<file path="src/rtl/multdiv_pkg.sv">
// rtl/multdiv_pkg.sv - shared types and constants for the iterative multiplier/divider
package multdiv_pkg;

    localparam int WIDTH = 32;
    localparam logic [WIDTH-1:0] MIN_INT = 32'h8000_0000;

    typedef enum logic [1:0] {
        IDLE = 2'd0,
        RUN  = 2'd1,
        DONE = 2'd2
    } state_e;

    typedef enum logic {
        OP_MULT = 1'b0,
        OP_DIV  = 1'b1
    } op_e;

endpackage

</file>
<file path="src/rtl/multdiv_iter_if.sv">
// rtl/multdiv_iter_if.sv - start/operand/result bundle between the execute stage and multdiv_iter
// master: execute stage (drives start pulses and operands, receives result/flags)
// slave : multdiv_iter
interface multdiv_iter_if #(
    parameter int WIDTH = 32
);
    logic             ctrl_MULT;
    logic             ctrl_DIV;
    logic [WIDTH-1:0] data_operandA;
    logic [WIDTH-1:0] data_operandB;
    logic [WIDTH-1:0] data_result;
    logic             data_exception;
    logic             data_resultRDY;
    logic             busy;

    modport master (
        output ctrl_MULT, ctrl_DIV, data_operandA, data_operandB,
        input  data_result, data_exception, data_resultRDY, busy
    );

    modport slave (
        input  ctrl_MULT, ctrl_DIV, data_operandA, data_operandB,
        output data_result, data_exception, data_resultRDY, busy
    );
endinterface

</file>
<file path="src/rtl/reduce_all_ones.sv">
// rtl/reduce_all_ones.sv - WIDTH-wide AND reduction as a tree of 8-input AND cells
// in_i  : vector to reduce (WIDTH must be a multiple of 8)
// all_o : 1 when every bit of in_i is 1
module reduce_all_ones #(
    parameter int WIDTH = 32
) (
    input  logic [WIDTH-1:0] in_i,
    output logic             all_o
);
    localparam int CELLS = WIDTH / 8;

    logic [CELLS-1:0] cell_and;

    for (genvar g = 0; g < CELLS; g++) begin : g_cell
        assign cell_and[g] = &in_i[g*8 +: 8];
    end

    // Second tree level; a single 8-input cell for widths up to 64.
    assign all_o = &cell_and;
endmodule

</file>
<file path="src/rtl/multdiv_iter.sv">
// rtl/multdiv_iter.sv - iterative signed 32-bit multiplier / restoring divider
// clock   : rising-edge clock
// reset_n : asynchronous active-low reset
// bus     : slave side of multdiv_iter_if (start pulses, operands, result, exception, RDY, busy)
module multdiv_iter
    import multdiv_pkg::*;
#(
    parameter int WIDTH = multdiv_pkg::WIDTH,
    parameter int CNT_W = 6
) (
    input logic          clock,
    input logic          reset_n,
    multdiv_iter_if.slave bus
);
    state_e             state_q, state_d;
    op_e                op_q, op_d;
    logic [CNT_W-1:0]   cnt_q, cnt_d;
    logic               neg_q, neg_d;
    logic               ovf_q, ovf_d;
    logic               dz_q, dz_d;
    logic [WIDTH-1:0]   a_q, a_d;      // multiplicand or divisor magnitude
    logic [WIDTH-1:0]   hi_q, hi_d;    // product high half or partial remainder
    logic [WIDTH-1:0]   lo_q, lo_d;    // multiplier/product low half or dividend/quotient
    logic [WIDTH-1:0]   res_q, res_d;
    logic               exc_q, exc_d;
    logic               rdy_q, rdy_d;

    logic               start;
    logic [WIDTH-1:0]   abs_a, abs_b;
    logic               b_zero, b_minus1, a_min;
    logic [WIDTH:0]     mul_sum, div_shift, div_diff;
    logic [2*WIDTH-1:0] prod_mag, prod_s;
    logic [WIDTH-1:0]   quo_s;
    logic               hi_ones, hi_zeros, mul_exc;

    assign start = bus.ctrl_MULT | bus.ctrl_DIV;
    assign abs_a = bus.data_operandA[WIDTH-1] ? -bus.data_operandA : bus.data_operandA;
    assign abs_b = bus.data_operandB[WIDTH-1] ? -bus.data_operandB : bus.data_operandB;
    assign a_min = (bus.data_operandA == {1'b1, {(WIDTH-1){1'b0}}});

    reduce_all_ones #(.WIDTH(WIDTH)) u_b_zero   (.in_i(~bus.data_operandB), .all_o(b_zero));
    reduce_all_ones #(.WIDTH(WIDTH)) u_b_minus1 (.in_i(bus.data_operandB),  .all_o(b_minus1));

    // One shift-add step: add multiplicand when the current multiplier bit is set, shift right.
    assign mul_sum   = {1'b0, hi_q} + (lo_q[0] ? {1'b0, a_q} : {(WIDTH+1){1'b0}});
    // One restoring-divide step: bring in next dividend bit, trial-subtract divisor.
    assign div_shift = {hi_q, lo_q[WIDTH-1]};
    assign div_diff  = div_shift - {1'b0, a_q};

    assign prod_mag = {hi_q, lo_q};
    assign prod_s   = neg_q ? -prod_mag : prod_mag;
    assign quo_s    = neg_q ? -lo_q : lo_q;

    // Product fits in WIDTH signed bits iff the top WIDTH+1 bits are all equal.
    reduce_all_ones #(.WIDTH(WIDTH)) u_hi_ones  (.in_i(prod_s[2*WIDTH-1:WIDTH]),  .all_o(hi_ones));
    reduce_all_ones #(.WIDTH(WIDTH)) u_hi_zeros (.in_i(~prod_s[2*WIDTH-1:WIDTH]), .all_o(hi_zeros));
    assign mul_exc = ~((hi_ones & prod_s[WIDTH-1]) | (hi_zeros & ~prod_s[WIDTH-1]));

    always_comb begin
        state_d = state_q;
        op_d    = op_q;
        cnt_d   = cnt_q;
        neg_d   = neg_q;
        ovf_d   = ovf_q;
        dz_d    = dz_q;
        a_d     = a_q;
        hi_d    = hi_q;
        lo_d    = lo_q;
        res_d   = res_q;
        exc_d   = exc_q;
        rdy_d   = 1'b0;

        if (start) begin
            // A start in any state (re)launches; an aborted op never reaches its RDY.
            cnt_d = '0;
            hi_d  = '0;
            exc_d = 1'b0;
            neg_d = bus.data_operandA[WIDTH-1] ^ bus.data_operandB[WIDTH-1];
            if (bus.ctrl_MULT) begin
                op_d    = OP_MULT;
                a_d     = abs_a;
                lo_d    = abs_b;
                ovf_d   = 1'b0;
                dz_d    = 1'b0;
                state_d = RUN;
            end else begin
                op_d    = OP_DIV;
                a_d     = abs_b;
                lo_d    = abs_a;
                ovf_d   = a_min & b_minus1;
                dz_d    = b_zero;
                state_d = b_zero ? DONE : RUN;
            end
        end else begin
            case (state_q)
                RUN: begin
                    if (op_q == OP_MULT) begin
                        hi_d = mul_sum[WIDTH:1];
                        lo_d = {mul_sum[0], lo_q[WIDTH-1:1]};
                    end else if (!div_diff[WIDTH]) begin
                        hi_d = div_diff[WIDTH-1:0];
                        lo_d = {lo_q[WIDTH-2:0], 1'b1};
                    end else begin
                        hi_d = div_shift[WIDTH-1:0];
                        lo_d = {lo_q[WIDTH-2:0], 1'b0};
                    end
                    if (cnt_q == CNT_W'(WIDTH - 1)) begin
                        state_d = DONE;
                    end else begin
                        cnt_d = cnt_q + CNT_W'(1);
                    end
                end
                DONE: begin
                    // Sign fix-up and flagging happen here so RDY comes from a register.
                    state_d = IDLE;
                    rdy_d   = 1'b1;
                    if (op_q == OP_MULT) begin
                        res_d = prod_s[WIDTH-1:0];
                        exc_d = mul_exc;
                    end else begin
                        res_d = dz_q ? '0 : quo_s;
                        exc_d = dz_q | ovf_q;
                    end
                end
                default: state_d = IDLE;
            endcase
        end
    end

    always_ff @(posedge clock or negedge reset_n) begin
        if (!reset_n) begin
            state_q <= IDLE;
            op_q    <= OP_MULT;
            cnt_q   <= '0;
            neg_q   <= 1'b0;
            ovf_q   <= 1'b0;
            dz_q    <= 1'b0;
            a_q     <= '0;
            hi_q    <= '0;
            lo_q    <= '0;
            res_q   <= '0;
            exc_q   <= 1'b0;
            rdy_q   <= 1'b0;
        end else begin
            state_q <= state_d;
            op_q    <= op_d;
            cnt_q   <= cnt_d;
            neg_q   <= neg_d;
            ovf_q   <= ovf_d;
            dz_q    <= dz_d;
            a_q     <= a_d;
            hi_q    <= hi_d;
            lo_q    <= lo_d;
            res_q   <= res_d;
            exc_q   <= exc_d;
            rdy_q   <= rdy_d;
        end
    end

    assign bus.data_result    = res_q;
    assign bus.data_exception = exc_q;
    assign bus.data_resultRDY = rdy_q;
    assign bus.busy           = (state_q != IDLE);
endmodule

</file>
<file path="src/flat_wrapper.sv">
// flat-port wrapper written by rule: the top's interface ports become plain ports
module multdiv_iter_flat import multdiv_pkg::*;
#(
    parameter int WIDTH = multdiv_pkg::WIDTH,
    parameter int CNT_W = 6
)
  (clock, reset_n, bus_ctrl_MULT, bus_ctrl_DIV, bus_data_operandA, bus_data_operandB, bus_data_result, bus_data_exception, bus_data_resultRDY, bus_busy);
  multdiv_iter_if #(.WIDTH(WIDTH)) bus_i ();
  input logic clock;
  input logic reset_n;
  input wire logic [$bits(bus_i.ctrl_MULT)-1:0] bus_ctrl_MULT;
  input wire logic [$bits(bus_i.ctrl_DIV)-1:0] bus_ctrl_DIV;
  input wire logic [$bits(bus_i.data_operandA)-1:0] bus_data_operandA;
  input wire logic [$bits(bus_i.data_operandB)-1:0] bus_data_operandB;
  output wire logic [$bits(bus_i.data_result)-1:0] bus_data_result;
  output wire logic [$bits(bus_i.data_exception)-1:0] bus_data_exception;
  output wire logic [$bits(bus_i.data_resultRDY)-1:0] bus_data_resultRDY;
  output wire logic [$bits(bus_i.busy)-1:0] bus_busy;
  assign bus_i.ctrl_MULT = bus_ctrl_MULT;
  assign bus_i.ctrl_DIV = bus_ctrl_DIV;
  assign bus_i.data_operandA = bus_data_operandA;
  assign bus_i.data_operandB = bus_data_operandB;
  assign bus_data_result = bus_i.data_result;
  assign bus_data_exception = bus_i.data_exception;
  assign bus_data_resultRDY = bus_i.data_resultRDY;
  assign bus_busy = bus_i.busy;
  multdiv_iter #(.WIDTH(WIDTH), .CNT_W(CNT_W)) u_core (.clock(clock), .reset_n(reset_n), .bus(bus_i));
endmodule
</file>
<file path="config.mk">
export PLATFORM = sky130hd
export DESIGN_NAME = multdiv_iter_flat
export DESIGN_NICKNAME = d
export VERILOG_FILES = /design/src/rtl/multdiv_pkg.sv /design/src/rtl/multdiv_iter_if.sv /design/src/rtl/reduce_all_ones.sv /design/src/rtl/multdiv_iter.sv /design/src/flat_wrapper.sv
export SDC_FILE = /design/constraint.sdc
export NUM_CORES = 1
export LEC_CHECK = 0
export CAP_MARGIN = 20
export CORE_UTILIZATION = 25
export DETAILED_ROUTE_END_ITERATION = 16
export PLACE_DENSITY_LB_ADDON = 0.12
export SYNTH_ARGS = -nofsm -noshare
export SYNTH_HDL_FRONTEND = slang
export SYNTH_SLANG_ARGS = --single-unit
</file>
<file path="constraint.sdc">
create_clock -name clock -period 9.9 [get_ports clock]
set_input_delay 0.99 -clock clock [delete_from_list [all_inputs] [get_ports clock]]
set_output_delay 0.99 -clock clock [all_outputs]
set_load 0.02 [all_outputs]
</file>
==> summary.md <==
The fraction of layout instances using a drive strength above 1 came out at 4.61%. The tightest min-delay check is of the primary input to asynchronous set/reset pin type. The logic gate share of total power is 32.0%, and the vertical extent of the die is 236 um. VDD sags by at most 0.119 mV.

The number of standard cells in the layout, taps in and fillers out was 2496. The share of synthesized area in the top cell type comes to 25.9%. Leakage power figure: 6.41 nW. The design draws 1.99 mW. For the number of antenna violations at the first check in global routing, the log shows 2.

Pin placement for this block handled 103 I/O pins. At the end of the flow, the number of nets in the layout was 1928. Clock sink count: 142. Across the run, the number of max-cap violations was 0. In this run the worst setup path begins at u_core.lo_q[0]. The tools report the final design area excluding fillers as 15800 um2. The critical path in this run is classified as register to register. The diode insertion count for antenna repair is 0. The number of cells produced by synthesis is 1771.

The run gives 2465 as the number of placed cells counting well taps. The run finished with clean final reports. After synthesis the netlist holds a flip-flop and latch count of 142.

The final critical path takes up 48.9% of the cycle. In this run the post-CTS setup repair buffer count came out at 0. The worst hold slack came out at 426 ps.

The logs give 5060 ps for the worst reg-to-reg setup slack and 0 for the number of cells upsized or downsized after cts. The run gives 13.3k as the number of global-route vias before repair. STA classifies the critical path startpoint as a register. The cell internal power dissipation was 1.24 mW; the post-layout utilization of the core was 29.3%.

The DRC violation count after routing is 0, and the initial core utilization is 25.4%. For the overflow left after global routing, the log shows 0. By count the netlist is led by sky130_fd_sc_hd__o21ai_0, sky130_fd_sc_hd__nand2_1, sky130_fd_sc_hd__nor2_1. Time the final worst path needs with I/O delays and setup: 4840 ps. The capture point of the worst path is u_core.hi_q[31]. Timing would allow up to 0.207 GHz. Global routing consumed, on the met3 layer, 2.26% of the routing resources. TritonCTS built the clock tree. The tools report the depth of the CTS H-tree as 4. The power density over cell area came out at 125 nW/um2.

Summing all placed instances gives a cell area of 15300 um2. Across the routed clock network, the largest skew measured is 10.7 ps. The top cell type by total area after synthesis was sky130_fd_sc_hd__dfrtp_1. The tools report the filler cell count as 5879. The number of nets handed over by synthesis was 1910. The average routed wire per standard cell is 21.9 um.

The most common cell in the synthesized netlist is sky130_fd_sc_hd__o21ai_0. The tools report the post-route worst setup slack as 5060 ps. The synthesized netlist occupies a cell area of 13700 um2.

Summing all multi-input logic gate instances after layout gives 9480 um2. For the global-route wire length before repair, the log shows 83.2 mm. met2 is the most crowded layer.

The maximum number of pins on one net before global-route repair is 109, and the length of the first detailed-routing pass in iterations is 7. The final estimated routing congestion in global placement is 0.860, and the clock-pin slew of the registers on the worst-case setup and hold paths is 60 ps. For the worst flop-to-flop path, the logic depth is 14. For the worst setup path, the data arrival time is 5230 ps. The clock share of power was 32.7%; the number of placement rows was 85.

The clock passes through at most 2 buffers. The Yosys warning count was 0. The number of failing hold endpoints at the final stage was 0.

The via-per-instance ratio was 5.45. In this run the clock root is driven by a sky130_fd_sc_hd__clkbuf_16. The run gives 3560 um2 as the area of all sequential standard cells.

The per-instance average area after synthesis is 7.74 um2, and the part of the power in registers is 35.3%. Global routing used 27.7% of the available met1 tracks. Summed over all failing endpoints, the final setup total negative slack is 0 ps. The actual slew at the worst max-slew pin was 1070 ps. Sum of net half-perimeters after detailed placement: 41.2 mm. The dominant synthesized flop cell is sky130_fd_sc_hd__dfrtp_1. The data required time at the worst endpoint is 10290 ps, and the count of different cell masters after synthesis is 78.

For the worst-skew pair, the clock arrives at the later sink with an insertion delay of 460 ps. Fraction of synthesis flops using an asynchronous set or reset pin: 100%. In this run the critical register-to-register path is captured at u_core.hi_q[31].

The number of input and output port buffers inserted was 102. Headroom to the max-slew limit came out at 26.7%. The tools report the total global routing track utilization as 19.6%. The routed layout has 13.6k vias. The layout overhead on the synthesized area is 15.6%, and the sequential fraction of the synthesis area is 25.9%. Sorting the synthesized cells by area gives the leading types as sky130_fd_sc_hd__dfrtp_1, sky130_fd_sc_hd__o21ai_0, sky130_fd_sc_hd__ha_1, sky130_fd_sc_hd__xor2_1, sky130_fd_sc_hd__nand2_1. Hold repair after CTS inserted 0 buffers. For this run, global-route usage on met2 was measured as 31.5%. OpenSTA, run right after detailed placement, puts the worst setup slack at 4940 ps. Counting flops with a built-in enable in the synthesized netlist gives 0. The startpoint identified for the worst register-to-register timing path is u_core.lo_q[0]. The floorplan step defined a die boundary enclosing 55700 um2. The run gives 0 as the final count of pins violating max slew. The x dimension of the die came out at 236 um. Setup violations remaining at the end of the flow were counted as 0. After detailed routing, the total wire length is 54.7 mm. The DRC marker count from the first detailed-route iteration came out at 963.

The net switching power figure is 751 uW, and the largest fanout on the critical path is 31. The standard cell core area is 54000 um2. The remaining antenna violation count came out at 0. Setup repair after global routing left no endpoint under its margin. Buffers inserted during clock tree synthesis total 17. In this run switching power makes up 37.8% of total power. The worst setup path is captured at a register.
==> cell usage in the layout, fill, tap and decap left out, types with 7 or more instances in the layout <==
cell type,instances
sky130_fd_sc_hd__nand2_1,184
sky130_fd_sc_hd__o41ai_1,23
sky130_fd_sc_hd__or4_1,21
sky130_fd_sc_hd__a21oi_1,100
sky130_fd_sc_hd__clkbuf_16,17
sky130_fd_sc_hd__buf_4,21
sky130_fd_sc_hd__or3_1,25
sky130_fd_sc_hd__xnor2_1,77
sky130_fd_sc_hd__nand4_1,23
sky130_fd_sc_hd__a31oi_1,12
sky130_fd_sc_hd__o21a_1,23
sky130_fd_sc_hd__a22oi_1,8
sky130_fd_sc_hd__a211oi_1,75
sky130_fd_sc_hd__nand2b_1,22
sky130_fd_sc_hd__dfrtp_1,140
sky130_fd_sc_hd__nor4_1,19
sky130_fd_sc_hd__ha_1,69
sky130_fd_sc_hd__o31ai_1,40
sky130_fd_sc_hd__xor2_1,89
sky130_fd_sc_hd__nor3_1,36
sky130_fd_sc_hd__nand3_1,40
sky130_fd_sc_hd__clkdlybuf4s50_1,99
sky130_fd_sc_hd__nor2_1,143
sky130_fd_sc_hd__o211ai_1,11
sky130_fd_sc_hd__inv_1,57
sky130_fd_sc_hd__nor2b_1,13
sky130_fd_sc_hd__or2_2,8
sky130_fd_sc_hd__and2_1,7
sky130_fd_sc_hd__o21ai_0,186
sky130_fd_sc_hd__mux2i_1,47
sky130_fd_sc_hd__a21o_1,37
==> worst min-delay path by stage <==
stage / from / slack, ps / end
after floorplan: u_core.ovf_q / 440 / u_core.ovf_q
after global placement: u_core.bus.data_result[27] / 470 / u_core.bus.data_result[27]
after detailed placement: u_core.bus.data_result[17] / 480 / u_core.bus.data_result[17]
after CTS: reset_n / 430 / u_core.bus.data_result[23]
after global routing: reset_n / 450 / u_core.bus.data_result[23]
final: reset_n / 430 / u_core.bus.data_result[23]
==> flip-flops by register name, summed over array words and instances, names as in the netlist <==
name / cells
u_core.neg_q: 1
u_core.cnt_q: 6
u_core.a_q: 32
u_core.state_q: 2
u_core.bus.data_result: 32
u_core.hi_q: 32
u_core.op_q: 1
u_core.dz_q: 1
u_core.ovf_q: 1
u_core.bus.data_resultRDY: 1
u_core.bus.data_exception: 1
u_core.lo_q: 32
==> layout make-up <==
| cell class | instances | area share (%) |
|---|---|---|
| multi-input combinational | 1449 | 59.8 |
| inverter | 58 | 1.37 |
| clock buffer | 21 | 2.97 |
| sequential | 142 | 22.5 |
| clock inverter | 9 | 0.553 |
| tap | 696 | 5.50 |
| timing repair buffer | 121 | 7.32 |
==> critical path: stages (launching register included) <==
cell and delay, ps:
sky130_fd_sc_hd__dfrtp_1 480, sky130_fd_sc_hd__inv_1 140, sky130_fd_sc_hd__buf_4 360, sky130_fd_sc_hd__nor2_1 100, sky130_fd_sc_hd__ha_1 340, sky130_fd_sc_hd__nor2b_1 190, sky130_fd_sc_hd__o31ai_1 130, sky130_fd_sc_hd__a21oi_1 540
sky130_fd_sc_hd__a21oi_1 320, sky130_fd_sc_hd__a2111oi_0 990, sky130_fd_sc_hd__nor3_1 140, sky130_fd_sc_hd__nor3_1 340, sky130_fd_sc_hd__a2111oi_0 170, sky130_fd_sc_hd__o41a_1 420, sky130_fd_sc_hd__nor2_1 100
==> routing by layer <==
layer	vias up	share of wire, %
met5	-	0
met4	0	1.8
met3	43	3.4
met2	289	46
met1	6718	48
li1	6548	-
==> power groups by stage <==
stage               clock network (mW)  logic, mW  registers [mW]
floorplan                            0      0.461           0.659
global placement                     0      0.634           0.712
detailed placement                   0      0.634           0.712
CTS                              0.668      0.638           0.701
global route                     0.688      0.705           0.710
finish                           0.650      0.635           0.701
==> cell families after synthesis <==
family          Yosys count  share of synthesized area [%]
compound gates          589                           27.9
xor+xnor                166                           10.6
fa+ha+maj                71                           6.59
buf+inv                 180                           4.97
flops                   142                           25.9
mux                      49                           3.60
simple gates            574                           20.4
(Power assumes the default switching activity.)
==> RTL change 1, RTL diff (same flow settings) <==
`CNT_W` is set to 6 in 2 places; all go to 8.
--- a/src/rtl/multdiv_iter.sv
+++ b/src/rtl/multdiv_iter.sv
@@ -8,3 +8,3 @@
     parameter int WIDTH = multdiv_pkg::WIDTH,
-    parameter int CNT_W = 6
+    parameter int CNT_W = 8
 ) (
--- a/src/flat_wrapper.sv
+++ b/src/flat_wrapper.sv
@@ -4,3 +4,3 @@
     parameter int WIDTH = multdiv_pkg::WIDTH,
-    parameter int CNT_W = 6
+    parameter int CNT_W = 8
 )
Formal check against the unedited RTL: same outputs for any inputs over 4 cycles, from zero or initial values and one cycle with reset_n low; that may be too few to reach the edited logic, so the function may still have changed.
==> RTL change 1 against the unedited design <==
Hold slack better by 0.059 ns. Synthesized area down 0.80%. Count of clock-buffer cells in the layout down 3. Wire length down 6.6%. Sequential power up 2%. Cell area down 0.32%. Sequential cell count up 2. Clock skew up 0.00083 ns. Clock power up 13%. Setup slack better by 0.60 ns. Maximum frequency up 14%. Power up 5.5%. Critical path type unchanged. Highest routed layer unchanged.
==> RTL change 1: results (changes against the unedited design) <==
[logic_synthesis]
yosysSeqAreaShare_pct=26.51  ; +0.58 points
async_flop_share_pct=100.0  ; unchanged
yosys_warnings=0  ; unchanged
synthTopCellsByArea=dfrtp_1, o21ai_0, ha_1, xor2_1, nand2_1
syn_nets=1863  ; -2.5%
syn_area_per_cell_um2=7.884  ; +1.9%
synthTopCellsByCount=nand2_1, o21ai_0, nor2_1, dfrtp_1, a21oi_1
synth_cell_type_count=87  ; +12%
synthFlopType=dfrtp_1

[placement]
routabilityCongestion=0.8139  ; -5.4%
dp_cells=2429  ; -1.5%
post-place-ws_ns=5.552  ; +0.6110 ns
hpwlAfterDp_mm=38.88  ; -5.7%
placed_cell_area_um2=15150  ; -0.81%

[critical_path]
cp_max_fo=31  ; unchanged
critPathArrivalTime_ns=4.59  ; -0.64 ns
reg2reg_depth=14  ; unchanged
max_stage_delay_ns=0.58  ; -0.41 ns
r2r_start=u_core.lo_q[0]

[finish]
insertedDiodeCount=0  ; unchanged
instances_no_fill=2461  ; -1.4%
drive_gt1_share_pct=5.609  ; +1.0 points

[clock_network]
clockBufferDepth=2  ; unchanged
post_cts_buffers=0  ; unchanged
clkTransAtPathRegs_ns=0.06  ; about the same
cts_repair_resize_count=0  ; unchanged
cts_buffers=17  ; unchanged
clockRootBuffer=clkbuf_16

[timing]
hold_ws_ns=0.4846  ; +0.05905 ns
fin_ws_ns=5.657  ; +0.5979 ns
fin_skew_ns=0.01150  ; +0.0008252 ns
worstMarginPinSlew_ns=1.016  ; -0.05501 ns

[worst_hold_path]
hold_path_depth=2
hold_path_class=flop to flop

[global_route]
grt_max_degree=95  ; -13%
antenna_found_initial=0  ; -2
grt_pass1_wl_mm=79.35  ; -4.6%
grt_pass1_vias=12800  ; -3.4%
grt_usage_pct=18.62  ; -1.0 points

[routing]
first_pass_iters=5  ; -2
via_per_inst=5.280  ; -3.1%
route.detailed.wl_per_inst_um=20.77  ; -5.3%
drtIter0Drc=976  ; +1.3%

[run_status]
status=finished, final reports clean

[power]
vdd_ir_drop_max_mv=0.1331  ; +12%
p_leak_nw=6.550  ; +2.2%

[RTL change 1: changes by cell type after synthesis, moves of 8 or more]
cell | before | now
or4_1 | 21 | 13
nand2_1 | 184 | 197
a21oi_1 | 100 | 110
nor3_1 | 36 | 27
nand3_1 | 40 | 27
o21a_1 | 23 | 7
clkbuf_1 | 104 | 82
[RTL change 1: worst register-to-register path: stages, from the launching register on]
cell	delay, ns
dfrtp_1	0.48
inv_1	0.17
buf_4	0.37
nor2_1	0.11
ha_1	0.35
a2111oi_0	0.59
a211oi_1	0.11
o21ai_0	0.17
a21boi_0	0.21
a41oi_1	0.51
o31a_1	0.29
o31a_1	0.21
o21ai_0	0.12
xor2_1	0.16
o311a_1	0.29
[RTL change 1: routing by layer]
metal | global-route usage, % | up-vias | wire (µm)
met3 | 2.697 | 30 | 1804
li1 | - | 6320 | -
met1 | 26.62 | 6363 | 25370
met2 | 29.71 | 282 | 23330
met4 | 3.589 | 0 | 606
met5 | 0 | - | 0
[RTL change 1: worst paths after layout]
check,endpoint
max in group asynchronous,u_core.neg_q
max reg2reg,u_core.hi_q[30]
max,u_core.hi_q[30]
min in group asynchronous,u_core.bus.data_resultRDY
min reg2reg,u_core.ovf_q
min,u_core.ovf_q
[RTL change 1: kinds of logic (layout without fill, tap and decap cells)]
family | Yosys count | in the layout | synth area share (%)
AND/OR/NAND/NOR | 559 | 559 | 20.14
adder cells (fa/ha/maj) | 71 | 71 | 6.646
flip-flops | 144 | 144 | 26.51
buffers and inverters | 164 | 205 | 4.907
multiplexers | 47 | 47 | 3.507
AO/OA/AOI/OAI | 563 | 563 | 26.89
XOR/XNOR | 176 | 176 | 11.40
[RTL change 1: power by group]
group	switching [mW]	internal [mW]
sequential	0.0839	0.628
clock	0.301	0.432
combinational	0.393	0.257
total	0.777	1.32
[RTL change 1: area by class of cell]
cell class,count,area [µm²]
Clock inverter,14,200.2
Tap cell,696,870.8
Timing Repair Buffer,117,1130
Clock buffer,18,439.2
Sequential cell,144,3606
Inverter,56,210.2
Multi-Input combinational cell,1416,9336
Fill cell,5811,38020
==> RTL change 2, RTL diff (same settings) <==
Made on the original files. Make the reset (`reset_n`) synchronous in one clocked block. Comments in the files are not updated.
--- a/src/rtl/multdiv_iter.sv
+++ b/src/rtl/multdiv_iter.sv
@@ -129,3 +129,3 @@
 
-    always_ff @(posedge clock or negedge reset_n) begin
+    always_ff @(posedge clock) begin
         if (!reset_n) begin
Check against the original RTL: differs if reset_n is asserted again (counterexample within 4 cycles, from zero or initial values and one cycle with reset_n low); with reset_n held inactive, the same outputs for 4 cycles.
==> RTL change 2 against the unedited design <==
Sequential cell count stayed put. Synthesized area shrank 3.0%. Setup slack improved by 0.58 ns. Cell area is 2.0% lower. Power down 2.5%. Wire length grew 1.5%. Utilization up 0.22 points. Non-clock buffer count up 3. Critical path type unchanged.
==> RTL change 2: results (changes against the unedited design) <==
[power]
vdd_ir_drop_max_mv=0.1165  ; -1.8%
seq_power_mw=0.658  ; -6.1%
powerDensity_nw_per_um2=124.8  ; -0.46%
p_leak_nw=5.893  ; -8.0%
power.switching_mw=0.7162  ; -4.6%

[global_route]
grt_pass1_wl_mm=82.62  ; -0.68%
grt_use_met3_pct=3.100  ; +0.84 points
grt_max_degree=75  ; -31%
use_met2_pct=32.85  ; +1.3 points
grt_pass1_vias=13080  ; -1.3%
antenna_found_initial=1  ; -1
met1_usage_pct=26.89  ; -0.85 points
grt_usage_pct=20.40  ; +0.77 points

[logic_synthesis]
syn_area_per_cell_um2=7.423  ; -4.1%
synthTopCellsByCount=nor2_1, dfxtp_1, nand2_1, a21oi_1, clkbuf_1
yosysSeqAreaShare_pct=21.38  ; -4.6 points
synth_cell_type_count=75  ; -3.8%
synthFlopType=dfxtp_1
synthTopCellsByArea=dfxtp_1, nor2_1, ha_1, xnor2_1, xor2_1
syn_nets=1930  ; +1.0%

[routing]
wl_met1_mm=25.87  ; -2.5%
via_count=13750  ; +1.1%
top_layer=met5
route.detailed.wl_per_inst_um=22.08  ; +0.65%
met3_wirelength_mm=2.546  ; +38%
first_pass_iters=6  ; -1
drt_wl_total_mm=55.54  ; +1.5%
drtIter0Drc=813  ; -16%

[critical_path]
max_stage_delay_ns=0.50  ; -0.49 ns
reg2reg_slack_ns=5.64  ; +0.58 ns
critPathArrivalTime_ns=4.58  ; -0.65 ns
r2r_start=u_core.lo_q[31]
reg2reg_depth=15  ; +1
cp_max_fo=33  ; +6.5%
slowest_stage=a21oi_1
r2r-end=u_core.hi_q[3]

[placement]
routabilityCongestion=0.9049  ; +5.2%
placed_cell_area_um2=14890  ; -2.5%
hpwlAfterDp_mm=42.52  ; +3.2%
post-place-ws_ns=5.334  ; +0.3929 ns

[worst_hold_path]
hold_path_class=flop to flop
holdPathEnd=u_core.bus.data_result[31]

[run_status]
status=finished, final reports clean

[timing]
fin_skew_ns=0.01199  ; +0.001315 ns
worstMarginPinSlew_ns=1.039  ; -0.03200 ns

[finish]
drive_gt1_share_pct=5.692  ; +1.1 points

[clock_network]
cts_buffers=17  ; unchanged

[RTL change 2: critical path, delay by kind of cell, from the launching register on]
| family | cells | cell delay, ns |
|---|---|---|
| compound gates | 7 | 1.95 |
| xor+xnor | 1 | 0.16 |
| fa+ha+maj | 2 | 0.64 |
| buf+inv | 3 | 0.61 |
| flops | 1 | 0.41 |
| simple gates | 2 | 0.33 |
[RTL change 2: worst max path at each step]
stage | start | endpoint | slack [ns] | depth (start not counted)
final | u_core.lo_q[31] | u_core.hi_q[3] | 5.64 | 15
after global routing | u_core.lo_q[6] | u_core.bus.data_exception | 5.30 | 10
after CTS | u_core.lo_q[31] | u_core.hi_q[3] | 5.65 | 15
after detailed placement | bus_data_operandA[2] | u_core.lo_q[27] | 5.33 | 11
after global placement | bus_data_operandA[2] | u_core.lo_q[27] | 5.42 | 11
after floorplan | bus_data_operandB[4] | u_core.a_q[30] | 6.33 | 10
[RTL change 2: cell families after synthesis]
logic type,count (synthesis),synth area share (%)
compound gates,567,29.15
xor+xnor,167,11.00
fa+ha+maj,71,6.795
buf+inv,185,5.421
flops,142,21.38
mux,59,4.602
simple gates,600,21.65
[RTL change 2: per-stage QoR]
step                hold slack (ns)  utilization, %
global placement             0.4502           28.34
CTS                          0.4669           29.54
detailed placement           0.4532           28.34
finish                       0.4636           29.54
floorplan                    0.4266               -
global route                 0.4920           29.54
[RTL change 2: final cells by class]
type | instances | area (µm²)
Inverter | 65 | 244.0
Timing Repair Buffer | 124 | 1179
Fill cell | 5783 | 37030
Tap cell | 688 | 860.8
Multi-Input combinational cell | 1464 | 9763
Sequential cell | 142 | 2845
Clock buffer | 17 | 425.4
Clock inverter | 15 | 203.9
Antenna cell | 1 | 2.502
